**src/rtl/icache_req_arb.sv**
```systemverilog
// rtl/icache_req_arb.sv - three-way request arbiter with registered output for icache lookup

package toy_pack;

  typedef struct packed {
    logic [31:0] pc;
    logic [3:0]  tid;
  } pc_req_t;

  localparam logic [1:0] SRC_DMD  = 2'd0;
  localparam logic [1:0] SRC_PREF = 2'd1;
  localparam logic [1:0] SRC_SNP  = 2'd2;

endpackage

module icache_req_arb
  import toy_pack::*;
#(
  parameter int unsigned STARVE_MAX = 4,
  parameter int unsigned CNT_W      = $clog2(STARVE_MAX + 1)
) (
  input  logic             clk,
  input  logic             rst_n,
  input  logic             snp_vld,
  output logic             snp_rdy,
  input  pc_req_t          snp_pld,
  input  logic             dmd_vld,
  output logic             dmd_rdy,
  input  pc_req_t          dmd_pld,
  input  logic             pref_vld,
  output logic             pref_rdy,
  input  pc_req_t          pref_pld,
  input  logic             prefetch_enable,
  output logic             out_vld,
  input  logic             out_rdy,
  output pc_req_t          out_pld,
  output logic [1:0]       out_src,
  output logic [CNT_W-1:0] starve_cnt
);

  logic             out_vld_q, out_vld_d;
  pc_req_t          out_pld_q, out_pld_d;
  logic [1:0]       out_src_q, out_src_d;
  logic [CNT_W-1:0] starve_q, starve_d;

  logic load_en;
  logic pref_act;
  logic pref_force;
  logic pref_drop;
  logic snp_gnt, dmd_gnt, pref_gnt;

  // The output slot can take a new request when empty or being drained this cycle.
  assign load_en    = !out_vld_q | out_rdy;
  assign pref_act   = pref_vld & prefetch_enable;
  assign pref_force = pref_act & (starve_q == CNT_W'(STARVE_MAX));
  assign pref_drop  = pref_vld & !prefetch_enable;

  // Fixed priority: snoop, starved prefetch, demand, prefetch.
  always_comb begin
    snp_gnt  = 1'b0;
    dmd_gnt  = 1'b0;
    pref_gnt = 1'b0;
    if (load_en) begin
      if (snp_vld) begin
        snp_gnt = 1'b1;
      end else if (pref_force) begin
        pref_gnt = 1'b1;
      end else if (dmd_vld) begin
        dmd_gnt = 1'b1;
      end else if (pref_act) begin
        pref_gnt = 1'b1;
      end
    end
  end

  // Disabled prefetches are acknowledged and dropped even while the slot is held.
  assign snp_rdy  = snp_gnt;
  assign dmd_rdy  = dmd_gnt;
  assign pref_rdy = pref_gnt | pref_drop;

  // Output register next state: reload on any grant, otherwise hold or empty.
  always_comb begin
    out_vld_d = out_vld_q;
    out_pld_d = out_pld_q;
    out_src_d = out_src_q;
    if (load_en) begin
      out_vld_d = snp_gnt | dmd_gnt | pref_gnt;
      if (snp_gnt) begin
        out_pld_d = snp_pld;
        out_src_d = SRC_SNP;
      end else if (pref_gnt) begin
        out_pld_d = pref_pld;
        out_src_d = SRC_PREF;
      end else if (dmd_gnt) begin
        out_pld_d = dmd_pld;
        out_src_d = SRC_DMD;
      end
    end
  end

  // Starvation counter: counts consecutive demand wins over a waiting prefetch.
  always_comb begin
    starve_d = starve_q;
    if (!pref_act) begin
      starve_d = '0;
    end else if (pref_gnt) begin
      starve_d = '0;
    end else if (dmd_gnt && (starve_q != CNT_W'(STARVE_MAX))) begin
      starve_d = starve_q + CNT_W'(1);
    end
  end

  // State registers; reset acts as a global flush of the in-flight request.
  always_ff @(posedge clk or negedge rst_n) begin
    if (!rst_n) begin
      out_vld_q <= 1'b0;
      out_pld_q <= '0;
      out_src_q <= 2'd0;
      starve_q  <= '0;
    end else begin
      out_vld_q <= out_vld_d;
      out_pld_q <= out_pld_d;
      out_src_q <= out_src_d;
      starve_q  <= starve_d;
    end
  end

  assign out_vld    = out_vld_q;
  assign out_pld    = out_pld_q;
  assign out_src    = out_src_q;
  assign starve_cnt = starve_q;

endmodule

```
**config.mk**
```make
export PLATFORM = sky130hd
export DESIGN_NAME = icache_req_arb
export DESIGN_NICKNAME = d
export VERILOG_FILES = /design/src/rtl/icache_req_arb.sv
export SDC_FILE = /design/constraint.sdc
export NUM_CORES = 1
export LEC_CHECK = 0
export ABC_AREA = 1
export CAP_MARGIN = 15
export CORE_MARGIN = 2
export CORE_UTILIZATION = 60
export CTS_BUF_LIST = sky130_fd_sc_hd__clkbuf_8
export DETAILED_ROUTE_END_ITERATION = 8
export DONT_BUFFER_PORTS = 1
export PLACE_DENSITY = 0.83
export SETUP_SLACK_MARGIN = 0.02
export SYNTH_ARGS = -nofsm -noshare
export SYNTH_HDL_FRONTEND = slang
export SYNTH_SLANG_ARGS = --single-unit
export TNS_END_PERCENT = 20
```
**constraint.sdc**
```tcl
create_clock -name clk -period 2.6 [get_ports clk]
set_clock_uncertainty 0.1 [all_clocks]
set_input_delay 0.26 -clock clk [delete_from_list [all_inputs] [get_ports clk]]
set_output_delay 0.26 -clock clk [all_outputs]
set_load 0.02 [all_outputs]
```
### Word level (Yosys, flattened, before mapping)

Cells that the tools add are included.

| word-level totals | value |
|---|---|
| output and inout bits | 45 |
| logic and storage cells | 41 |
| register bits after elaboration | 42 |
| bits of input ports | 115 |

| cells by class | value |
|---|---|
| muxes and demuxes | 20 |
| equality and inequality tests | 3 |
| $add $sub $neg | 1 |
| reductions and logical operators | 5 |
| bitwise gates (word level) | 7 |

Operators with widths:

| kind | count |
|---|---|
| two-way mux 36 bit | 3 |
| two-way mux 1 bit | 11 |
| two-way mux 3 bit | 3 |
| two-way mux 2 bit | 3 |
| bitwise OR 1 bit | 4 |
| adder 3 x 1 -> 3 bit (second input constant) | 1 |
| AND 1 bit | 3 |
| == test 3 bit (second input constant) | 1 |
| inequality test 3 x 1 -> 1 bit (second input constant) | 1 |
| inequality test 3 bit (second input constant) | 1 |
| nonzero test 3 bit | 1 |
| zero test 1 bit | 2 |
| AND reduction 2 bit | 1 |
| logical AND 1 bit | 1 |

### Depth between registers and ports, before layout

Gate-level depths: netlist of run 1.

| depth | value |
|---|---|
| word-level depth | 9 |
| mapped depth | 11 |
| mapped depth without buffers | 9 |

### Least setup slack after synthesis of run 1

OpenSTA, ideal clock, no wires.

| timing | value |
|---|---|
| path type | flip-flop to output port |
| start point | register starve_q[0] (netlist: starve_cnt[0]) |
| end point | output port pref_rdy |
| cell stages (with the launch flop) | 9 |
| data required time | 2.240 ns |
| slack | 0.596 ns |
| path buffers | 2 |
| arrival | 1.644 ns |
| cells stage by stage | dfrtp_1 -> inv_1 -> ha_1 -> nand2_1 -> nand2_1 -> nand3_2 -> buf_2 -> buf_2 -> o21ai_0 |

| on the way | value |
|---|---|
| cells in the longest elaborated chain, start to end | 6 |

RTL lines:

| element | RTL line | RTL |
|---|---|---|
| start: declaration | 44 | `logic [CNT_W-1:0] starve_q, starve_d;` |
| start signal: assignment | 124 | `starve_q <= starve_d;` |
| == test 3 bit | 55 | `assign pref_force = pref_act & (starve_q == CNT_W'(STARVE_MAX));` |
| AND 1 bit | 55 |  |
| two-way mux 1 bit | 66 | `end else if (pref_force) begin` |
| two-way mux 1 bit | 64 | `if (snp_vld) begin` |
| two-way mux 1 bit | 63 | `if (load_en) begin` |
| bitwise OR 1 bit | 79 | `assign pref_rdy = pref_gnt \| pref_drop;` |
| end: declaration | 31 | `output logic pref_rdy,` |

Every way passes these cells.

### Worst setup path after layout of run 1

Same ends and word-level chain as after synthesis.

==> impl_metrics.py, run 1 <==
metrics = {
    "run_status": {
        "status": "finished clean",
    },
    "power": {
        "ir_drop_mv": 0.328,
        "power_density_nw_per_um2": 651,
        "p_leak_nw": 1.41,
    },
    "floorplan": {
        "top_level_ports": 160,
        "die_x_um": 71.3,
        "rows": 24,
        "die_h_um": 71.3,
        "core_area_um2": 4350,
        "initial_core_util": 0.624,
        "die_area_um2": 5080,
    },
    "routing": {
        "met2WireLength_um": 3550,
        "wire_per_inst_um": 17.6,
        "wirelength_met1_um": 2880,
        "drc_errors": 0,
        "drt_iter0_drc": 144,
        "via_per_inst": 6.35,
        "ant_nets": 0,
        "wl_met3_um": 701,
        "highest_layer": "met4",
        "num_vias": 2590,
        "drt_first_pass_iters": 4,
        "wirelength_um": 7190,
    },
    "logic_synthesis": {
        "synth.most_common_cell": "nand3_1",
        "synthCells": 368,
        "synth_area_leaders": "dfrtp_1 39%, nand3_1 21%, nand2_1 11%",
        "synth_area_um2": 2720,
        "synth_top_area_cell": "dfrtp_1",
        "yosysTopAreaCellShare": 0.387,
        "synth_common_cells": "114 x nand3_1, 81 x nand2_1, 42 x dfrtp_1",
        "syn_avg_cell_area_um2": 7.38,
        "seq_area_frac_synth": 0.387,
        "ys_ff_latch": 42,
        "synth_edf_count": 0,
        "async_reset_ff_frac": 1.00,
        "yosysWarnings": 0,
        "synth.distinct_cells": 19,
        "synth_fp_nets": 485,
        "synth_flop_cell": "dfrtp_1",
    },
    "setup_path": {
        "crit_family": "buffers and inverters",
        "arrival_ns": 2.04,
        "cp_max_fo": 39,
        "critical_path.most_common_cell": "nand2_1",
        "max_stage_delay_ns": 0.54,
        "cp.required_ns": 2.24,
        "end_kind": "primary output",
        "cpMaxStageDelayCell": "dfrtp_1",
        "cp_cell_sequence": "inv_1 > ha_1 > nand2_1 > nand2_1 > nand3_2 > buf_6 > o21ai_0 > buf_4",
        "startpoint_type": "register",
        "worstSetupPathType": "register to primary output",
        "path_buf_inv": 3,
    },
    "sta": {
        "fmax_ghz": 0.416,
        "drv_slew": 0,
        "fin_ws_ns": 0.199,
        "period_minus_slack_ns": 2.40,
        "hold_violations": 0,
        "period_share": 0.924,
        "rsz0062_at_grt": "false",
        "setup_violations": 0,
        "worst_pin_slew_ns": 0.893,
        "slew_headroom": 0.404,
        "finalSetupTns_ns": 0,
    },
    "placement": {
        "place_ws_ns": 0.382,
        "gp_congestion": 0.778,
        "numPortBuffers": 0,
        "detailed_place_hpwl_um": 4810,
    },
    "global_route": {
        "antenna_found_initial": 0,
        "gr-total-overflow": 0,
        "grt_pass1_wl_um": 11500,
        "grt_pass1_vias": 2446,
        "track_usage": 0.287,
        "grt_max_degree": 43,
    },
    "layout": {
        "areaGrowthSynthToFinish_pct": 4.88,
        "num_antenna_cells": 0,
        "final_core_util": 0.654,
        "drive_above_1_share": 0.177,
        "nNetsFinal": 472,
    },
    "clock_tree": {
        "postCtsSetupRepairBufs": 0,
        "clkTransAtPathRegs_ns": 0.08,
        "htreeDepth": 2,
        "clock_sinks": 42,
        "clk_latency_ns": 0.29,
        "clockBufferDepth": 2,
        "cts_root_buf": "clkbuf_8",
        "cts-buffers-inserted": 5,
        "cts_tree": "done",
    },
    "run": {
        "drv_cap": 0,
    },
    "worst_hold_path": {
        "hold_path.class": "input pin to register",
    },
}
## metal layers
metal / global-route usage / vias to the layer above
li1: - / 1231
met1: 0.353 / 1212
met2: 0.496 / 139
met3: 0.0675 / 8
met4: 0.0964 / 0
met5: 0 / -
## cells by family after synthesis
family                   count (synthesis)  synth area share
adder cells (fa/ha/maj)                  2           0.00922
XOR/XNOR                                 1           0.00323
flip-flops                              42             0.387
buffers and inverters                   47            0.0839
AND/OR/NAND/NOR                        269             0.493
AO/OA/AOI/OAI                            7            0.0235
## report_power, final
part / switching [mW] / internal [mW]
Combinational: 0.228 / 0.141
Sequential: 0.235 / 0.766
Clock: 0.214 / 0.268
## registers in the layout (all words and copies together) (netlist names)
register	flops
out_pld	36
out_vld	1
starve_cnt	3
out_src	2
## placed cells by master (no fill, tap or decap), drive strengths merged, types with 2 or more instances in the layout
cell | Yosys | layout
buf | 27 | 13
clkbuf | 7 | 8
nand2 | 81 | 81
or2 | 36 | 36
nand4 | 36 | 36
nand3 | 115 | 115
inv | 13 | 13
o21ai | 4 | 4
dfrtp | 42 | 42
ha | 2 | 2
## metrics by stage
| step | total power, mW | cell area (um2) | hold WS, ns | cells |
|---|---|---|---|---|
| 3_3_place_gp | 1.35 | 2700 | -0.135 | 398 |
| 6_report | 1.85 | 2850 | 0.0923 | 408 |
| 4_1_cts | 1.86 | 2840 | 0.0886 | 408 |
| 5_1_grt | 1.95 | 2850 | 0.0980 | 408 |
| 2_1_floorplan | 1.28 | 2720 | -0.136 | 368 |
| 3_5_place_dp | 1.37 | 2700 | -0.135 | 398 |
## final timing paths
check / from / endpoint / slack [ns] / cells after the start
setup / recovery: starve_cnt[0] / pref_rdy / 0.20 / 8
hold / removal: snp_pld[28] / out_pld[28] / 0.09 / 3
setup reg to reg: starve_cnt[0] / out_pld[16] / 0.36 / 9
hold reg to reg: out_pld[11] / out_pld[11] / 0.56 / 2
max in group asynchronous: rst_n / out_pld[16] / 1.86 / 2
min in group asynchronous: rst_n / out_pld[32] / 0.33 / 2
## repair_timing
action,CTS,global route
hold buffers,2,0
endpoints found under the hold margin,42,0
setup endpoints to repair,0,1
gates resized for setup,0,1
## worst min-delay path, delay by kind of cell
family           cells  cell delay (ns)
and+or+nand+nor      3             0.19
## area by class of cell
| cell class | count | area, um2 |
|---|---|---|
| inverters | 13 | 48.8 |
| multi-input cells | 279 | 1440 |
| well taps | 52 | 65.1 |
| repair buffers | 14 | 136 |
| flip-flops and latches | 42 | 1050 |
| clock buffers | 8 | 110 |
| fillers | 387 | 1510 |
(Power assumes the default switching activity.)
==> run 2: changes to the inputs <==
--- a/config.mk
+++ b/config.mk
@@ -5,7 +5,6 @@
 export SDC_FILE = /design/constraint.sdc
 export NUM_CORES = 1
 export LEC_CHECK = 0
-export ABC_AREA = 1
 export CAP_MARGIN = 15
 export CORE_MARGIN = 2
 export CORE_UTILIZATION = 60
==> run 2 against run 1 <==
  * Maximum frequency is 10% higher
  * Power decreased by 11%
  * Die area shrank 6.3%
  * Via count is 19% lower
  * Final cell count down 20%
  * Count of clock-buffer cells in the layout shrank 3
  * Worst setup slack better by 0.22 ns
  * Core utilization is 0.96 points lower
  * Largest cell class unchanged
  * Largest power group unchanged
==> impl_metrics.py, run 2 <==
metrics = {
    "routing": {
        "drt_iter0_drc": 123,
        "via_per_inst": 6.47,
        "ant_nets": 0,
        "drc_errors": 0,
        "wire_per_inst_um": 19.9,
        "num_vias": 2102,
        "wirelength_um": 6460,
        "drt_first_pass_iters": 4,
    },
    "layout": {
        "final_cell_mix": "77 x nand2_1, 42 x dfrtp_1, 36 x nand3b_1",
        "areaGrowthSynthToFinish_pct": 2.47,
        "drive_above_1_share": 0.189,
        "largest_reg_flops": 36,
        "num_antenna_cells": 0,
        "final_common_cell": "nand2_1",
        "final_core_util": 0.644,
        "nNetsFinal": 392,
        "final_cells": 325,
        "fin_area_um2": 2600,
    },
    "logic_synthesis": {
        "synthMuxAreaShare": 0,
        "synth.distinct_cells": 36,
        "synth_flop_cell": "dfrtp_1",
        "async_reset_ff_frac": 1.00,
        "synth_edf_count": 0,
        "synth_fa_ha_area_frac": 0.00988,
        "seq_area_frac_synth": 0.415,
        "synth_area_leaders": "dfrtp_1 41%, nand2_1 11%, nand3b_1 11%",
        "synth_compound_area_frac": 0.239,
        "synth-simple-area-share": 0.267,
        "synth_fp_nets": 398,
        "synth_top_family_by_area": "simple AND/OR/NAND/NOR gates",
        "synth_top_area_cell": "dfrtp_1",
        "syn_avg_cell_area_um2": 9.02,
        "ys_ff_latch": 42,
        "synthXorXnorAreaFrac": 0,
        "yosysWarnings": 0,
        "synth_area_um2": 2530,
        "yosysTopAreaCellShare": 0.415,
        "synthCells": 281,
        "synth_common_cells": "77 x nand2_1, 42 x dfrtp_1, 36 x nand3b_1",
        "synth.most_common_cell": "nand2_1",
    },
    "global_route": {
        "grt_pass1_wl_um": 9030,
        "track_usage": 0.259,
        "gr-total-overflow": 0,
        "antenna_found_initial": 0,
        "grt_pass1_vias": 1869,
        "grt_max_degree": 43,
    },
    "power": {
        "power_mw": 1.64,
        "p_leak_nw": 1.03,
        "power_density_nw_per_um2": 632,
        "p_clk_frac": 0.231,
        "internal_power_mw": 1.05,
        "comb_power_share": 0.185,
        "swShare": 0.358,
        "p_switching_mw": 0.588,
        "seqPwrFrac": 0.584,
        "ir_drop_mv": 0.389,
    },
    "setup_path": {
        "cp_max_fo": 12,
        "cp.required_ns": 2.24,
        "worstSetupPathType": "register to primary output",
        "end_kind": "primary output",
        "arrival_ns": 1.82,
        "startpoint_type": "register",
    },
    "sta": {
        "period_minus_slack_ns": 2.18,
        "fin_ws_ns": 0.422,
        "hold_violations": 0,
        "rsz0062_at_grt": "false",
        "fmax_ghz": 0.459,
        "worst_pin_slew_ns": 0.583,
        "drv_slew": 0,
        "period_share": 0.838,
        "slew_headroom": 0.611,
        "finalSetupTns_ns": 0,
        "setup_violations": 0,
        "holdWs_ns": 0.00975,
    },
    "floorplan": {
        "top_level_ports": 160,
        "die_area_um2": 4760,
        "initial_core_util": 0.629,
        "rows": 23,
        "die_h_um": 69.0,
        "core_area_um2": 4030,
        "die_x_um": 69.0,
    },
    "run_status": {
        "status": "finished clean",
    },
    "placement": {
        "dpl-instance-area_um2": 2480,
        "detailed_place_hpwl_um": 4440,
        "gp_congestion": 0.776,
        "dp_cells": 315,
        "place_ws_ns": 0.560,
        "numPortBuffers": 0,
    },
    "clock_tree": {
        "htreeDepth": 2,
        "postCtsSetupRepairBufs": 0,
        "cts_tree": "done",
        "clockBufferDepth": 2,
        "cts-buffers-inserted": 5,
        "ctsResizeCount": 0,
        "cts-hold-fix-buffers": 3,
        "clkTransAtPathRegs_ns": 0.08,
        "clk_latency_ns": 0.28,
        "cts_root_buf": "clkbuf_8",
        "clock_sinks": 42,
    },
    "run": {
        "drv_cap": 0,
    },
    "worst_hold_path": {
        "hold_path.class": "input pin to register",
    },
}
## run 2: area by class of cell
class | count | area (um2)
fill | 348 | 1430
multi-input combinational | 214 | 1310
sequential | 42 | 1050
timing repair buffer | 9 | 85.1
clock buffer | 5 | 68.8
tap | 50 | 62.6
inverter | 3 | 11.3
clock inverter | 2 | 7.51
## run 2: logic make-up (layout without fill, tap and decap cells)
kind of cell | count (synthesis) | count (layout)
AOI/OAI and AO/OA | 83 | 83
buffers and inverters | 25 | 19
DFF | 42 | 42
and+or+nand+nor | 129 | 129
adders and majority gates | 2 | 2
## run 2: worst paths after layout
kind	slack [ns]	cells past startpoint	startpoint	endpoint
min in group asynchronous	0.33	2	rst_n	starve_cnt[0]
max in group asynchronous	1.87	2	rst_n	out_pld[28]
hold reg to reg	0.53	2	out_src[0]	out_src[0]
hold / removal	0.01	2	dmd_pld[7]	out_pld[7]
setup / recovery	0.42	5	out_vld	pref_rdy
setup reg to reg	0.53	7	starve_cnt[0]	out_pld[18]
## run 2: critical path, cell delays in order, from the launching register on
cell and delay [ns]:
dfrtp_1 0.47, nand2b_2 0.27, nor2b_1 0.36, nand2_1 0.08, a21boi_0 0.19, buf_4 0.17
## run 2: power by group through the flow
stage | Combinational [mW] | Sequential, mW | Clock [mW]
6_report | 0.304 | 0.959 | 0.380
5_1_grt | 0.342 | 0.973 | 0.416
4_1_cts | 0.308 | 0.960 | 0.388
3_5_place_dp | 0.289 | 0.972 | 0
3_3_place_gp | 0.276 | 0.969 | 0
2_1_floorplan | 0.263 | 0.948 | 0
## run 2: routing by layer
metal | vias up | GRT usage | part of all wire
met3 | 8 | 0.0877 | 0.093
met1 | 1001 | 0.307 | 0.38
met2 | 113 | 0.445 | 0.52
li1 | 980 | - | -
met4 | 0 | 0.0735 | 0.011
met5 | - | 0 | 0
==> run 3: changes to the inputs <==
--- a/config.mk
+++ b/config.mk
@@ -7,11 +7,11 @@
 export LEC_CHECK = 0
 export CAP_MARGIN = 15
 export CORE_MARGIN = 2
-export CORE_UTILIZATION = 60
+export CORE_UTILIZATION = 59
 export CTS_BUF_LIST = sky130_fd_sc_hd__clkbuf_8
 export DETAILED_ROUTE_END_ITERATION = 8
 export DONT_BUFFER_PORTS = 1
-export PLACE_DENSITY = 0.83
+export PLACE_DENSITY = 0.85
 export SETUP_SLACK_MARGIN = 0.02
 export SYNTH_ARGS = -nofsm -noshare
 export SYNTH_HDL_FRONTEND = slang
==> constraint.sdc (replaced) <==
create_clock -name clk -period 2 [get_ports clk]
set_clock_uncertainty 0.1 [all_clocks]
set_input_delay 0.2 -clock clk [delete_from_list [all_inputs] [get_ports clk]]
set_output_delay 0.2 -clock clk [all_outputs]
set_load 0.02 [all_outputs]
==> run 3 against run 2 <==
  * Worst hold slack better by 0.016 ns
  * Final cell count rose by 23%
  * First-iteration DRC count grew 77%
  * Core utilization is 19 points higher
==> impl_metrics.py, run 3 (synthesized netlist as in run 2, its figures left out) <==
metrics = {
    "run_status": {
        "status": "finished clean",
    },
    "placement": {
        "detailed_place_hpwl_um": 4550,
        "gp_congestion": 0.884,
        "numPortBuffers": 0,
        "dp_cells": 319,
    },
    "sta": {
        "holdWs_ns": 0.0259,
        "drv_slew": 0,
        "hold_violations": 0,
        "setup_violations": 0,
        "period_share": 0.940,
        "rsz0062_at_grt": "false",
        "fmax_ghz": 0.532,
        "period_minus_slack_ns": 1.88,
        "worst_pin_slew_ns": 0.398,
        "finalSetupTns_ns": 0,
        "slew_headroom": 0.733,
    },
    "floorplan": {
        "top_level_ports": 160,
        "core_area_um2": 4060,
        "die_area_um2": 4830,
        "initial_core_util": 0.624,
        "die_x_um": 69.5,
        "rows": 23,
        "die_h_um": 69.5,
    },
    "global_route": {
        "gr-total-overflow": 0,
        "track_usage": 0.367,
        "grt_pass1_vias": 2835,
        "grt_pass1_wl_um": 13900,
        "grt_max_degree": 43,
        "antenna_found_initial": 0,
    },
    "clock_tree": {
        "clockBufferDepth": 2,
        "clock_sinks": 42,
        "cts_root_buf": "clkbuf_8",
        "postCtsSetupRepairBufs": 0,
        "clkTransAtPathRegs_ns": 0.08,
        "htreeDepth": 2,
        "cts-buffers-inserted": 5,
        "clk_latency_ns": 0.29,
        "cts_tree": "done",
    },
    "setup_path": {
        "rrSetupSlack_ns": 0.21,
        "end_kind": "primary output",
        "cp_max_fo": 4,
        "r2r-end": "out_pld[6]",
        "worstSetupPathType": "register to primary output",
        "cp.required_ns": 1.70,
        "ff2ff_path_depth": 6,
        "arrival_ns": 1.58,
        "startpoint_type": "register",
        "reg2reg_from": "starve_cnt[0]",
    },
    "power": {
        "p_leak_nw": 1.38,
        "power_mw": 2.50,
        "ir_drop_mv": 0.466,
        "power_density_nw_per_um2": 733,
    },
    "layout": {
        "final_common_cell": "nand2_1",
        "largest_reg_flops": 36,
        "drive_above_1_share": 0.168,
        "fillers": 227,
        "areaGrowthSynthToFinish_pct": 34.3,
        "final_cells": 401,
        "final_cell_mix": "77 x nand2_1, 74 x dlygate4sd3_1, 42 x dfrtp_1",
        "nNetsFinal": 468,
        "final_core_util": 0.839,
        "num_antenna_cells": 0,
    },
    "routing": {
        "drt_first_pass_iters": 4,
        "wirelength_um": 8710,
        "wire_per_inst_um": 21.7,
        "drt_iter0_drc": 218,
        "drc_errors": 0,
        "ant_nets": 0,
        "num_vias": 2626,
        "via_per_inst": 6.55,
    },
    "worst_hold_path": {
        "hold_path.startpoint": "snp_vld",
        "holdPathStages": 3,
        "min_to": "out_pld[33]",
        "hold_path.class": "input pin to register",
    },
    "run": {
        "drv_cap": 0,
    },
}
run 3: stage by stage:
| step | cell area, um2 | setup WS (ns) |
|---|---|---|
| global route | 3400 | 0.0374 |
| global placement | 2520 | 0.354 |
| finish | 3400 | 0.120 |
| CTS | 3390 | 0.0610 |
| floorplan | 2530 | 0.184 |
| detailed placement | 2520 | 0.265 |
run 3: cell type report:
type / count / area (um2) / share of cell area
multi-input combinational: 214 / 1320 / 0.387
inverter: 3 / 11.3 / 0.00331
tap: 50 / 62.6 / 0.0184
clock inverter: 1 / 30.0 / 0.00882
sequential: 42 / 1050 / 0.309
timing repair buffer: 85 / 848 / 0.249
clock buffer: 6 / 82.6 / 0.0243
run 3: how the worst max path moves through the flow:
stage	to	startpoint	depth (start not counted)
after floorplan	pref_rdy	starve_cnt[0]	5
after global placement	out_pld[31]	starve_cnt[0]	6
after detailed placement	out_pld[31]	starve_cnt[0]	6
after CTS	pref_rdy	out_vld	5
after global routing	pref_rdy	starve_cnt[0]	6
final	pref_rdy	starve_cnt[0]	6
run 3: per-layer routing:
layer  vias to the layer above  global-route usage  wire length, um
met2                       229               0.646             4340
met5                         -                   0                0
met1                      1212               0.384             2920
met4                         0               0.220              541
li1                       1128                   -                -
met3                        57               0.105              902
run 3: critical path, stage by stage, from the launching register on:
cell and delay [ns]:
dfrtp_1 0.39, inv_1 0.08, ha_2 0.22, a21bo_2 0.17, nand2_1 0.06, a21boi_0 0.19, buf_4 0.17
run 3: where the power goes:
group / switching [mW] / total [mW] / internal, mW
combinational: 0.284 / 0.556 / 0.272
sequential: 0.277 / 1.25 / 0.973
clock: 0.290 / 0.690 / 0.400
run 3: timing repair:
item | CTS | global route
hold buffers | 75 | 0
gates resized for setup | 0 | 3
endpoints found under the hold margin | 80 | 0
setup endpoints to repair | 0 | 1
